===== src/rtl/io_timer_regs.sv =====
// io_timer_regs
//
// MMIO responder on the IO side of the CPU memory fabric. It answers
// single-word requests with registered read data and a one-cycle ready
// pulse. It holds three things: an LED output register, a 2-flop
// synchronized switch input, and a 32-bit free-running timer with a
// compare-match interrupt. Only the word offset addr[4:2] is decoded,
// because the fabric has already qualified the IO window.
//
// Ports
//   clk            single clock, rising edge
//   rst            synchronous, active-high reset
//   io_mmio_req    access request, held with addr/we/wdata until ready
//   io_mmio_we     1 = write, 0 = read
//   io_mmio_addr   byte address, bits [4:2] decoded
//   io_mmio_wdata  write data
//   io_mmio_rdata  read data, valid only while ready, 0 otherwise
//   io_mmio_ready  one-cycle completion pulse
//   led_o          LED register contents
//   sw_i           asynchronous switch inputs
//   timer_irq      level interrupt = PEND & IRQ_EN
//
// Register map (word offset)
//   0 LED    RW  bits [LED_W-1:0]
//   1 SW     RO  synchronized sw_i, zero-extended
//   2 COUNT  RW  timer counter
//   3 CMP    RW  compare value
//   4 CTRL   bit0 EN, bit1 IRQ_EN, bit2 PEND (write 1 to clear)
//   5-7      reserved: reads 0, writes dropped
module io_timer_regs #(
  parameter int LED_W = 16,
  parameter int SW_W  = 16
) (
  input  logic             clk,
  input  logic             rst,
  input  logic             io_mmio_req,
  input  logic             io_mmio_we,
  input  logic [31:0]      io_mmio_addr,
  input  logic [31:0]      io_mmio_wdata,
  output logic [31:0]      io_mmio_rdata,
  output logic             io_mmio_ready,
  output logic [LED_W-1:0] led_o,
  input  logic [SW_W-1:0]  sw_i,
  output logic             timer_irq
);

  localparam logic [2:0] OFF_LED   = 3'd0;
  localparam logic [2:0] OFF_SW    = 3'd1;
  localparam logic [2:0] OFF_COUNT = 3'd2;
  localparam logic [2:0] OFF_CMP   = 3'd3;
  localparam logic [2:0] OFF_CTRL  = 3'd4;

  typedef enum logic {
    IDLE = 1'b0,
    RESP = 1'b1
  } state_t;

  state_t           state;
  logic [SW_W-1:0]  sw_sync_p0;
  logic [SW_W-1:0]  sw_sync_p1;
  logic [31:0]      count;
  logic [31:0]      cmp;
  logic             en;
  logic             irq_en;
  logic             pend;

  logic [2:0]       offset;
  logic [31:0]      rd_value;
  logic             wr_fire;
  logic             match;
  logic             unused_addr_bits;

  assign offset           = io_mmio_addr[4:2];
  assign unused_addr_bits = ^{io_mmio_addr[31:5], io_mmio_addr[1:0]};

  // The write side effect lands on the same edge that samples req in IDLE;
  // req is ignored while the response is being presented.
  assign wr_fire = (state == IDLE) && io_mmio_req && io_mmio_we;

  // Match uses the pre-increment count and the EN value currently held,
  // so a CTRL write only influences matching from the following edge.
  assign match = en && (count == cmp);

  assign timer_irq = pend & irq_en;

  always_comb begin
    rd_value = '0;
    case (offset)
      OFF_LED:   rd_value = 32'(led_o);
      OFF_SW:    rd_value = 32'(sw_sync_p1);
      OFF_COUNT: rd_value = count;
      OFF_CMP:   rd_value = cmp;
      OFF_CTRL:  rd_value = {29'd0, pend, irq_en, en};
      default:   rd_value = '0;
    endcase
  end

  always_ff @(posedge clk) begin
    if (rst) begin
      state         <= IDLE;
      io_mmio_ready <= 1'b0;
      io_mmio_rdata <= '0;
      led_o         <= '0;
      sw_sync_p0    <= '0;
      sw_sync_p1    <= '0;
      count         <= '0;
      cmp           <= 32'hFFFF_FFFF;
      en            <= 1'b0;
      irq_en        <= 1'b0;
      pend          <= 1'b0;
    end else begin
      // Stage p0 -> p1: two-flop synchronizer for the switch inputs
      sw_sync_p0 <= sw_i;
      sw_sync_p1 <= sw_sync_p0;

      if (en) begin
        count <= count + 32'd1;
      end

      // Later assignments win: a CPU write to COUNT beats the increment.
      if (wr_fire) begin
        case (offset)
          OFF_LED:   led_o <= io_mmio_wdata[LED_W-1:0];
          OFF_COUNT: count <= io_mmio_wdata;
          OFF_CMP:   cmp   <= io_mmio_wdata;
          OFF_CTRL: begin
            en     <= io_mmio_wdata[0];
            irq_en <= io_mmio_wdata[1];
            if (io_mmio_wdata[2]) begin
              pend <= 1'b0;
            end
          end
          default: ;
        endcase
      end

      // A match on the same edge beats a W1C clear.
      if (match) begin
        pend <= 1'b1;
      end

      case (state)
        IDLE: begin
          if (io_mmio_req) begin
            state         <= RESP;
            io_mmio_ready <= 1'b1;
            io_mmio_rdata <= rd_value;
          end else begin
            io_mmio_ready <= 1'b0;
            io_mmio_rdata <= '0;
          end
        end
        RESP: begin
          state         <= IDLE;
          io_mmio_ready <= 1'b0;
          io_mmio_rdata <= '0;
        end
        default: begin
          state         <= IDLE;
          io_mmio_ready <= 1'b0;
          io_mmio_rdata <= '0;
        end
      endcase
    end
  end

endmodule


===== config.mk =====
export PLATFORM = sky130hd
export DESIGN_NAME = io_timer_regs
export DESIGN_NICKNAME = d
export VERILOG_FILES = /design/src/rtl/io_timer_regs.sv
export SDC_FILE = /design/constraint.sdc
export NUM_CORES = 1
export LEC_CHECK = 0
export CAP_MARGIN = 10
export CORE_UTILIZATION = 46
export DETAILED_ROUTE_END_ITERATION = 16
export PLACE_DENSITY = 0.73
export SLEW_MARGIN = 15
export SYNTH_ARGS = -nofsm -noshare
export SYNTH_HDL_FRONTEND = slang
export SYNTH_SLANG_ARGS = --single-unit

===== constraint.sdc =====
create_clock -name clk -period 2.1 [get_ports clk]
set_clock_uncertainty 0.15 [all_clocks]
set_input_delay 0.63 -clock clk [delete_from_list [all_inputs] [get_ports clk]]
set_output_delay 0.63 -clock clk [all_outputs]
set_load 0.01 [all_outputs]

==> impl_metrics.toml <==
[run_status]
outcome = "finished, final reports clean"

[synthesis]
yosysSeqAreaShare = 0.479
ys_warn_count = 0
ys_ff_latch = 148
syn_area_um2 = 6190
ys.flop_type = "dfxtp_1"
synth_edf_count = 0
netlist_instances = 658
synth.distinct_cells = 38
async_flop_share = 0
avgSynthCellArea_um2 = 9.41
syn-num-nets = 743

[sta]
fmax_ghz = 0.483
period_minus_slack_ns = 2.07
slew-limit-headroom = 0.698
setup_viol = 0
drv_slew = 0
holdWs_ns = 0.286
hold_viol = 0
tightest_slew_ns = 0.453
period_share = 0.986
setup_tns_ns = 0

[final_layout]
finalNonFillerCells = 977
fillers = 1047
fin_nets = 876
diodes = 0
drive_gt1_frac = 0.151
syn2layout_area_growth_pct = 36.8

[detailed_routing]
first_pass_iters = 7
drt_iter0_markers = 421
ant_nets = 0
vias_per_cell = 5.53
wl_per_cell_um = 17.2
routed_wl_um = 16800
vias = 5401
route.detailed.drc = 0

[place]
place_congestion = 0.806
portBuffers = 104
dpl.cell_count = 935
hpwl_um = 11100

[critical_path]
worst_ep_required_time_ns = 2.27
reg2reg_depth = 6
crit_path_max_fanout = 7
end_kind = "register"
startpoint_type = "register"
worstPathArrival_ns = 2.24
worst-setup-path-type = "register to register"

[clock_network]
htree_levels = 4
ctsHoldBuffers = 0
cts-root-buf = "clkbuf_16"
cts_made_buffers = 17
clkTransAtPathRegs_ns = 0.06
clock-sinks = 148
tritoncts = "done"
cts.path.max_buffers = 2
clock_latency_ns = 0.42

[die]
die_width_um = 118
core_um2 = 13200
rows = 42
chipHeight_um = 118
start_util = 0.469
design.die.area_um2 = 13900
num_io_pins = 134

[hold_path]
hold_path_depth = 1
hp-class = "register to register"

[global_routing]
grt_overflow = 0
grt_pass1_vias = 5214
grt_first_pass_wirelength_um = 26200
antenna_found_initial = 0
grt_use_total = 0.241
grt_max_degree = 79

[power_and_ir_drop]
leakagePower_uw = 0.00303
vdd_ir_drop_max_mv = 0.494
p_per_area_nw_per_um2 = 744

[flow_run]
maxCapViolCount = 0
-- synthesized netlist by cell type, types with 3 or more instances --
cell | number | area (um2)
nand2b_1 | 3 | 18.8
nor3_1 | 6 | 30.0
and3_1 | 6 | 37.5
a211o_1 | 32 | 280
mux2i_1 | 6 | 60.1
a211oi_1 | 29 | 218
buf_2 | 13 | 65.1
nor4_2 | 9 | 113
or3_1 | 4 | 25.0
a22oi_1 | 45 | 338
nand3_1 | 11 | 55.1
buf_1 | 3 | 11.3
xor2_1 | 17 | 149
a21oi_1 | 35 | 175
dfxtp_1 | 148 | 2960
nor2_1 | 58 | 218
nand4_1 | 9 | 56.3
nor2b_1 | 66 | 413
nand2_1 | 42 | 158
nor4_1 | 3 | 18.8
inv_1 | 6 | 22.5
and2_1 | 3 | 18.8
xnor2_1 | 44 | 385
and4_1 | 5 | 43.8
clkbuf_1 | 35 | 131
o21ai_0 | 4 | 20.0
-- stage by stage --
step	worst slack (ns)	power (uW)	cell area, um2	utilization
detailed placement	-0.467	3410	7640	0.579
finish	0.0289	6300	8470	0.642
global route	-0.0752	6500	8470	0.642
CTS	-0.00880	6320	8200	0.622
global placement	-0.428	3400	7640	0.579
floorplan	-0.0667	3170	6200	-
-- area by class of cell --
type | instances | area, um2 | share of cell area
clock buffers | 24 | 492 | 0.0581
clock inverters | 5 | 75.1 | 0.00887
flip-flops and latches | 148 | 2960 | 0.350
well taps | 176 | 220 | 0.0260
repair buffers | 167 | 1650 | 0.195
inverters | 6 | 22.5 | 0.00266
multi-input cells | 451 | 3040 | 0.360
-- metal layers --
| layer | GRT usage | up-vias | part of all wire |
|---|---|---|---|
| li1 | - | 2565 | - |
| met1 | 0.296 | 2599 | 0.43 |
| met2 | 0.397 | 207 | 0.49 |
| met3 | 0.0615 | 30 | 0.064 |
| met4 | 0.103 | 0 | 0.019 |
| met5 | 0 | - | 0 |
-- power breakdown --
part / internal, uW / total [uW] / switching [uW] / leakage [uW]
clock network: 1850 / 2930 / 1080 / 0.000282
logic: 242 / 458 / 216 / 0.00154
registers: 2880 / 2920 / 41.1 / 0.00120
total: 4960 / 6300 / 1340 / 0.00303
-- kinds of logic (layout without fill, tap and decap cells) --
logic type / Yosys count / after routing / share of synthesized area
flops: 148 / 148 / 0.479
mux: 6 / 6 / 0.00970
buf+inv: 59 / 202 / 0.0408
compound gates: 149 / 149 / 0.173
fa+ha+maj: 1 / 1 / 0.00202
simple gates: 234 / 234 / 0.210
xor+xnor: 61 / 61 / 0.0863
-- worst max-delay path: stages (launching register included) --
cell      delay [ns]
dfxtp_1         0.39
and4_1          0.32
nand4_4         0.19
buf_12          0.19
nor4_2          0.29
xnor2_1         0.13
a211oi_1        0.30
-- worst paths after layout --
| check | start | to | slack (ns) |
|---|---|---|---|
| max | count[7] | count[24] | 0.03 |
| min | sw_sync_p0[0] | sw_sync_p1[0] | 0.29 |
| max reg2reg | count[7] | count[24] | 0.03 |
| min reg2reg | sw_sync_p0[0] | sw_sync_p1[0] | 0.29 |
-- flip-flops by register name, summed over array words and instances (netlist names) --
register / cells
cmp: 32
count: 32
en: 1
io_mmio_rdata: 32
irq_en: 1
led_o: 16
pend: 1
state: 1
sw_sync_p0: 16
sw_sync_p1: 16
-- timing repair --
action	in CTS	in global routing
gates cloned	0	3
pin swaps	0	10
setup endpoints to repair	31	67
setup buffers	0	10
resized for setup	22	25
-- layout by cell type, fill, tap and decap left out, types with 20 or more instances in the layout --
cell,synthesis,routed
clkdlybuf4s50_1,0,81
a21oi_1,35,35
dfxtp_1,148,147
nand2_1,42,42
clkbuf_16,0,20
a211o_1,32,32
buf_4,0,48
nor2_1,58,56
a22oi_1,45,45
a211oi_1,29,25
nor2b_1,66,64
xnor2_1,44,43
Note: power is estimated with default switching activity, not from simulation.
==> patch 1: new RTL, same flow settings <==
Change the parameter `SW_W` from 16 to 32.
--- a/src/rtl/io_timer_regs.sv
+++ b/src/rtl/io_timer_regs.sv
@@ -29,7 +29,7 @@
 //   5-7      reserved: reads 0, writes dropped
 module io_timer_regs #(
   parameter int LED_W = 16,
-  parameter int SW_W  = 16
+  parameter int SW_W  = 32
 ) (
   input  logic             clk,
   input  logic             rst,
Interface: changed (resized sw_i); port bits go from 134 to 150. No check against the original RTL was run, so the function may have changed too.
==> patch 1 against the original RTL <==
Cell count increased by 19%; global-route usage shrank 1.7 points; sequential cell count up 32; fmax is 0.49% higher; routed wire length is 5.9% higher; design area grew 14%; synthesized area is 18% higher; worst setup slack gained 0.010 ns; highest routed layer unchanged; power increased by 14%.
==> patch 1: results <==
group,metric,value,unit
power_and_ir_drop,powerClk,0.00301,W
power_and_ir_drop,vdd.ir_drop.worst,0.000538,V
logic_synthesis,postSynthCellCount,803,
critical_path,worst-endpoint-arrival,1.28,ns
critical_path,r2r_cells,4,
logic_synthesis,synth_seq_cells,180,
grt,grt_start_max_net_pins,82,
grt,first_global_vias,5473,
layout,finish.net_count,1043,
power_and_ir_drop,clockPowerShare,0.419,
critical_path,setup.reg_to_reg.worst_slack,0.14,ns
layout,layout-drive-gt1-share,0.138,
status,run_status,"finished, final reports clean",
placed_design,placedInstanceArea,9080,um^2
sta,max_slew.worst_pin.slew,0.511,ns
power_and_ir_drop,seq_power_share,0.495,
critical_path,path_delay_family,"buffers and inverters",
detailed_routing,via_count,5991,
critical_path,critical_path.max_stage_delay,0.53,ns
placed_design,last_weighted_congestion_value_of_the_routability_driven_placer,0.838,
logic_synthesis,post_synth_main_area_contributors,"dfxtp_1 (49%), nand2_1 (6.0%), nor2b_1 (5.7%)",
placed_design,buffer_ports.inserted,120,
logic_synthesis,netlist_top_cells_count,"dfxtp_1 (180), nand2_1 (116), nor2_1 (80)",
power_and_ir_drop,cellLeakagePower,3.98,nW
logic_synthesis,ys_types,39,
detailed_routing,drt_iter0_markers,432,
hold_path,min_from,"sw_sync_p0[21]",
power_and_ir_drop,internal_power,0.00550,W
grt,grt_pass1_wl,28200,um
grt,globalRouteTotalUtil,0.223,
detailed_routing,routedWlPerCell,15.3,um
sta,post_route_worst_hold_slack,0.286,ns
critical_path,critical-path-slowest-cell,"clkdlybuf4s50_1",
-- patch 1: layer usage --
metal | GRT usage | part of all wire | vias to the layer above
met5 | 0 | 0 | -
met4 | 0.104 | 0.026 | 0
met3 | 0.0467 | 0.042 | 33
met2 | 0.354 | 0.47 | 159
met1 | 0.292 | 0.46 | 2802
li1 | - | - | 2997
-- patch 1: area by class of cell --
cell class                 count  area [um^2]
fill                        1332         5630
sequential                   180         3610
multi-input combinational    563         3480
timing repair buffer         178         1770
clock buffer                  18          429
tap                          211          264
clock inverter                14          128
inverter                       2         7.51
-- patch 1: kinds of logic after synthesis --
| kind of cell | after synthesis | synth area share |
|---|---|---|
| compound gates | 107 | 0.0972 |
| xor+xnor | 61 | 0.0732 |
| mux | 32 | 0.0487 |
| simple gates | 362 | 0.253 |
| flops | 180 | 0.494 |
| buf+inv | 60 | 0.0317 |
| fa+ha+maj | 1 | 0.00171 |
-- patch 1: worst max-delay path by stage --
stage | start | endpoint | slack (ns) | cells after the start
floorplan | io_mmio_addr[2] | io_mmio_rdata[21] | 0.01 | 6
global placement | io_mmio_addr[2] | io_mmio_rdata[12] | -0.44 | 6
detailed placement | io_mmio_addr[2] | io_mmio_rdata[12] | -0.38 | 6
CTS | io_mmio_rdata[17] | io_mmio_rdata[17] | 0.003 | 1
global route | count[19] | count[27] | -0.005 | 6
finish | io_mmio_rdata[19] | io_mmio_rdata[19] | 0.04 | 1
-- patch 1: what timing repair did --
item	4_1_cts	5_1_grt
gates cloned	0	1
endpoints found under the setup margin	20	45
resized for setup	21	16
hold buffers	0	0
==> patch 2: new RTL, same settings <==
Without the edit above. Register the input `sw_i` before use, without a reset. The logic sees it one clock later. The other inputs are not delayed to match.
--- a/src/rtl/io_timer_regs.sv
+++ b/src/rtl/io_timer_regs.sv
@@ -55,6 +55,12 @@
     RESP = 1'b1
   } state_t;
 
+  logic [SW_W-1:0] sw_q;
+
+  always_ff @(posedge clk) begin
+    sw_q <= sw_i;
+  end
+
   state_t           state;
   logic [SW_W-1:0]  sw_sync_p0;
   logic [SW_W-1:0]  sw_sync_p1;
@@ -110,7 +116,7 @@
       pend          <= 1'b0;
     end else begin
       // Stage p0 -> p1: two-flop synchronizer for the switch inputs
-      sw_sync_p0 <= sw_i;
+      sw_sync_p0 <= sw_q;
       sw_sync_p1 <= sw_sync_p0;
 
       if (en) begin
Check against the original RTL: not equivalent (a bounded check fails within 4 cycles, from zero or initial values and one cycle with rst high).
==> patch 2 against the original RTL <==
Routed wire length decreased by 2.6%; sequential share of layout area increased by 3.3 points; synthesized cell count increased by 2.3%; synthesized area increased by 4.6%; fmax increased by 0.41%; worst setup slack improved by 0.0084 ns; global-route usage decreased by 0.54 points; power increased by 15%; count of clock-buffer cells in the layout decreased by 6; sequential power increased by 11%; design area increased by 1.4%; sequential cell count increased by 16.
==> patch 2: results <==
group,metric,value,unit
critical_path,path_delay_family,"buffers and inverters",
clocking,cts.reportedPaths.clkPinSlew,0.06,ns
logic_synthesis,synthFlopType,"dfxtp_1",
detailed_routing,routedWlPerCell,16.8,um
layout,layout-drive-gt1-share,0.112,
grt,grt_pass1_wl,26500,um
layout,seqCellArea,3290,um^2
logic_synthesis,post_synth_main_area_contributors,"dfxtp_1 (51%), nor2b_1 (6.2%), a22oi_1 (5.2%)",
grt,globalRouteTotalUtil,0.235,
detailed_routing,detailroute.wirelength.met3,874,um
layout,finish.net_count,869,
critical_path,timing.critical_path.fanout_max,1,
power_and_ir_drop,vdd.ir_drop.worst,0.000754,V
logic_synthesis,netlist_top_cells_count,"dfxtp_1 (164), nor2b_1 (64), nor2_1 (58)",
clocking,worst_skew_pair.late_latency,0.43,ns
grt,number_of_antenna_violations_at_the_first_check_in_global_routing,0,
grt,first_global_vias,5403,
sta,max_slew_margin,0.674,
detailed_routing,via_count,5349,
power_and_ir_drop,cellLeakagePower,3.16,nW
logic_synthesis,synth_seq_cells,164,
layout,fill_cells,1034,
clocking,tritoncts.num_buffers,17,
hold_path,hold_path_class,"primary input to register",
logic_synthesis,yosysSeqAreaShare,0.507,
clocking,cts-root-buf,"clkbuf_16",
logic_synthesis,mappedNetlistNets,758,
detailed_routing,route.met2.wl,8250,um
grt,grt_start_max_net_pins,50,
placed_design,dp.final_hpwl,11200,um
placed_design,last_weighted_congestion_value_of_the_routability_driven_placer,0.811,
critical_path,critical-path-slowest-cell,"clkdlybuf4s50_1",
critical_path,worst-endpoint-arrival,1.28,ns
detailed_routing,drt_iter0_markers,450,
status,run_status,"finished, final reports clean",
placed_design,placedInstanceArea,7900,um^2
logic_synthesis,ys_types,39,
detailed_routing,met1Wirelength,6960,um
critical_path,critical_path.max_stage_delay,0.54,ns
patch 2: cell count changes after synthesis, sizes merged, moves of 3 or more:
| cell | unedited run | this run |
|---|---|---|
| nor3 | 8 | 3 |
| nor4 | 12 | 6 |
| or3 | 4 | 0 |
| xor2 | 17 | 33 |
| nand4 | 10 | 21 |
| inv | 6 | 3 |
| xnor2 | 44 | 30 |
| and3 | 6 | 11 |
| dfxtp | 148 | 164 |
| nand3 | 12 | 15 |
patch 2: layout make-up:
type,count,share of cell area
clock inverters,14,0.0286
inverters,3,0.00131
well taps,176,0.0257
flip-flops and latches,164,0.383
repair buffers,146,0.168
clock buffers,18,0.0512
multi-input cells,452,0.343
patch 2: cell families after synthesis:
kind of cell	synth area share
buffers and inverters	0.0400
AO/OA/AOI/OAI	0.163
multiplexers	0.00619
XOR/XNOR	0.0853
AND/OR/NAND/NOR	0.197
flip-flops	0.507
adder cells (fa/ha/maj)	0.00193
patch 2: stage by stage:
step           instances  total power, W  worst slack, ns
2_1_floorplan        673         0.00349           0.0296
3_3_place_gp         940         0.00373           -0.246
3_5_place_dp         940         0.00374           -0.292
4_1_cts              972         0.00725           0.0154
5_1_grt              973         0.00745          0.00371
6_report             973         0.00722           0.0373
patch 2: worst paths after layout:
check	startpoint	to	slack (ns)	cells past startpoint
worst max-delay path	io_mmio_rdata[7]	io_mmio_rdata[7]	0.04	1
worst min-delay path	rst	state	0.27	2
worst max register to register	count[21]	count[31]	0.12	5
worst min register to register	sw_sync_p0[14]	sw_sync_p1[14]	0.28	1
patch 2: where the power goes:
| part | total (W) | internal [W] | switching (W) |
|---|---|---|---|
| clock | 0.00355 | 0.00228 | 0.00127 |
| combinational | 0.000433 | 0.000222 | 0.000211 |
| sequential | 0.00324 | 0.00319 | 0.0000431 |
| total | 0.00722 | 0.00569 | 0.00153 |
patch 2: repair_timing:
item,in CTS,in global routing
buffers inserted,0,1
setup endpoints to repair,18,6
pin swaps,0,2
resized for setup,18,6
gates cloned,0,0
patch 2: metal layers:
metal / vias up / GRT usage
met3: 31 / 0.0557
li1: 2580 / -
met4: 0 / 0.0941
met1: 2565 / 0.282
met2: 173 / 0.403
met5: - / 0
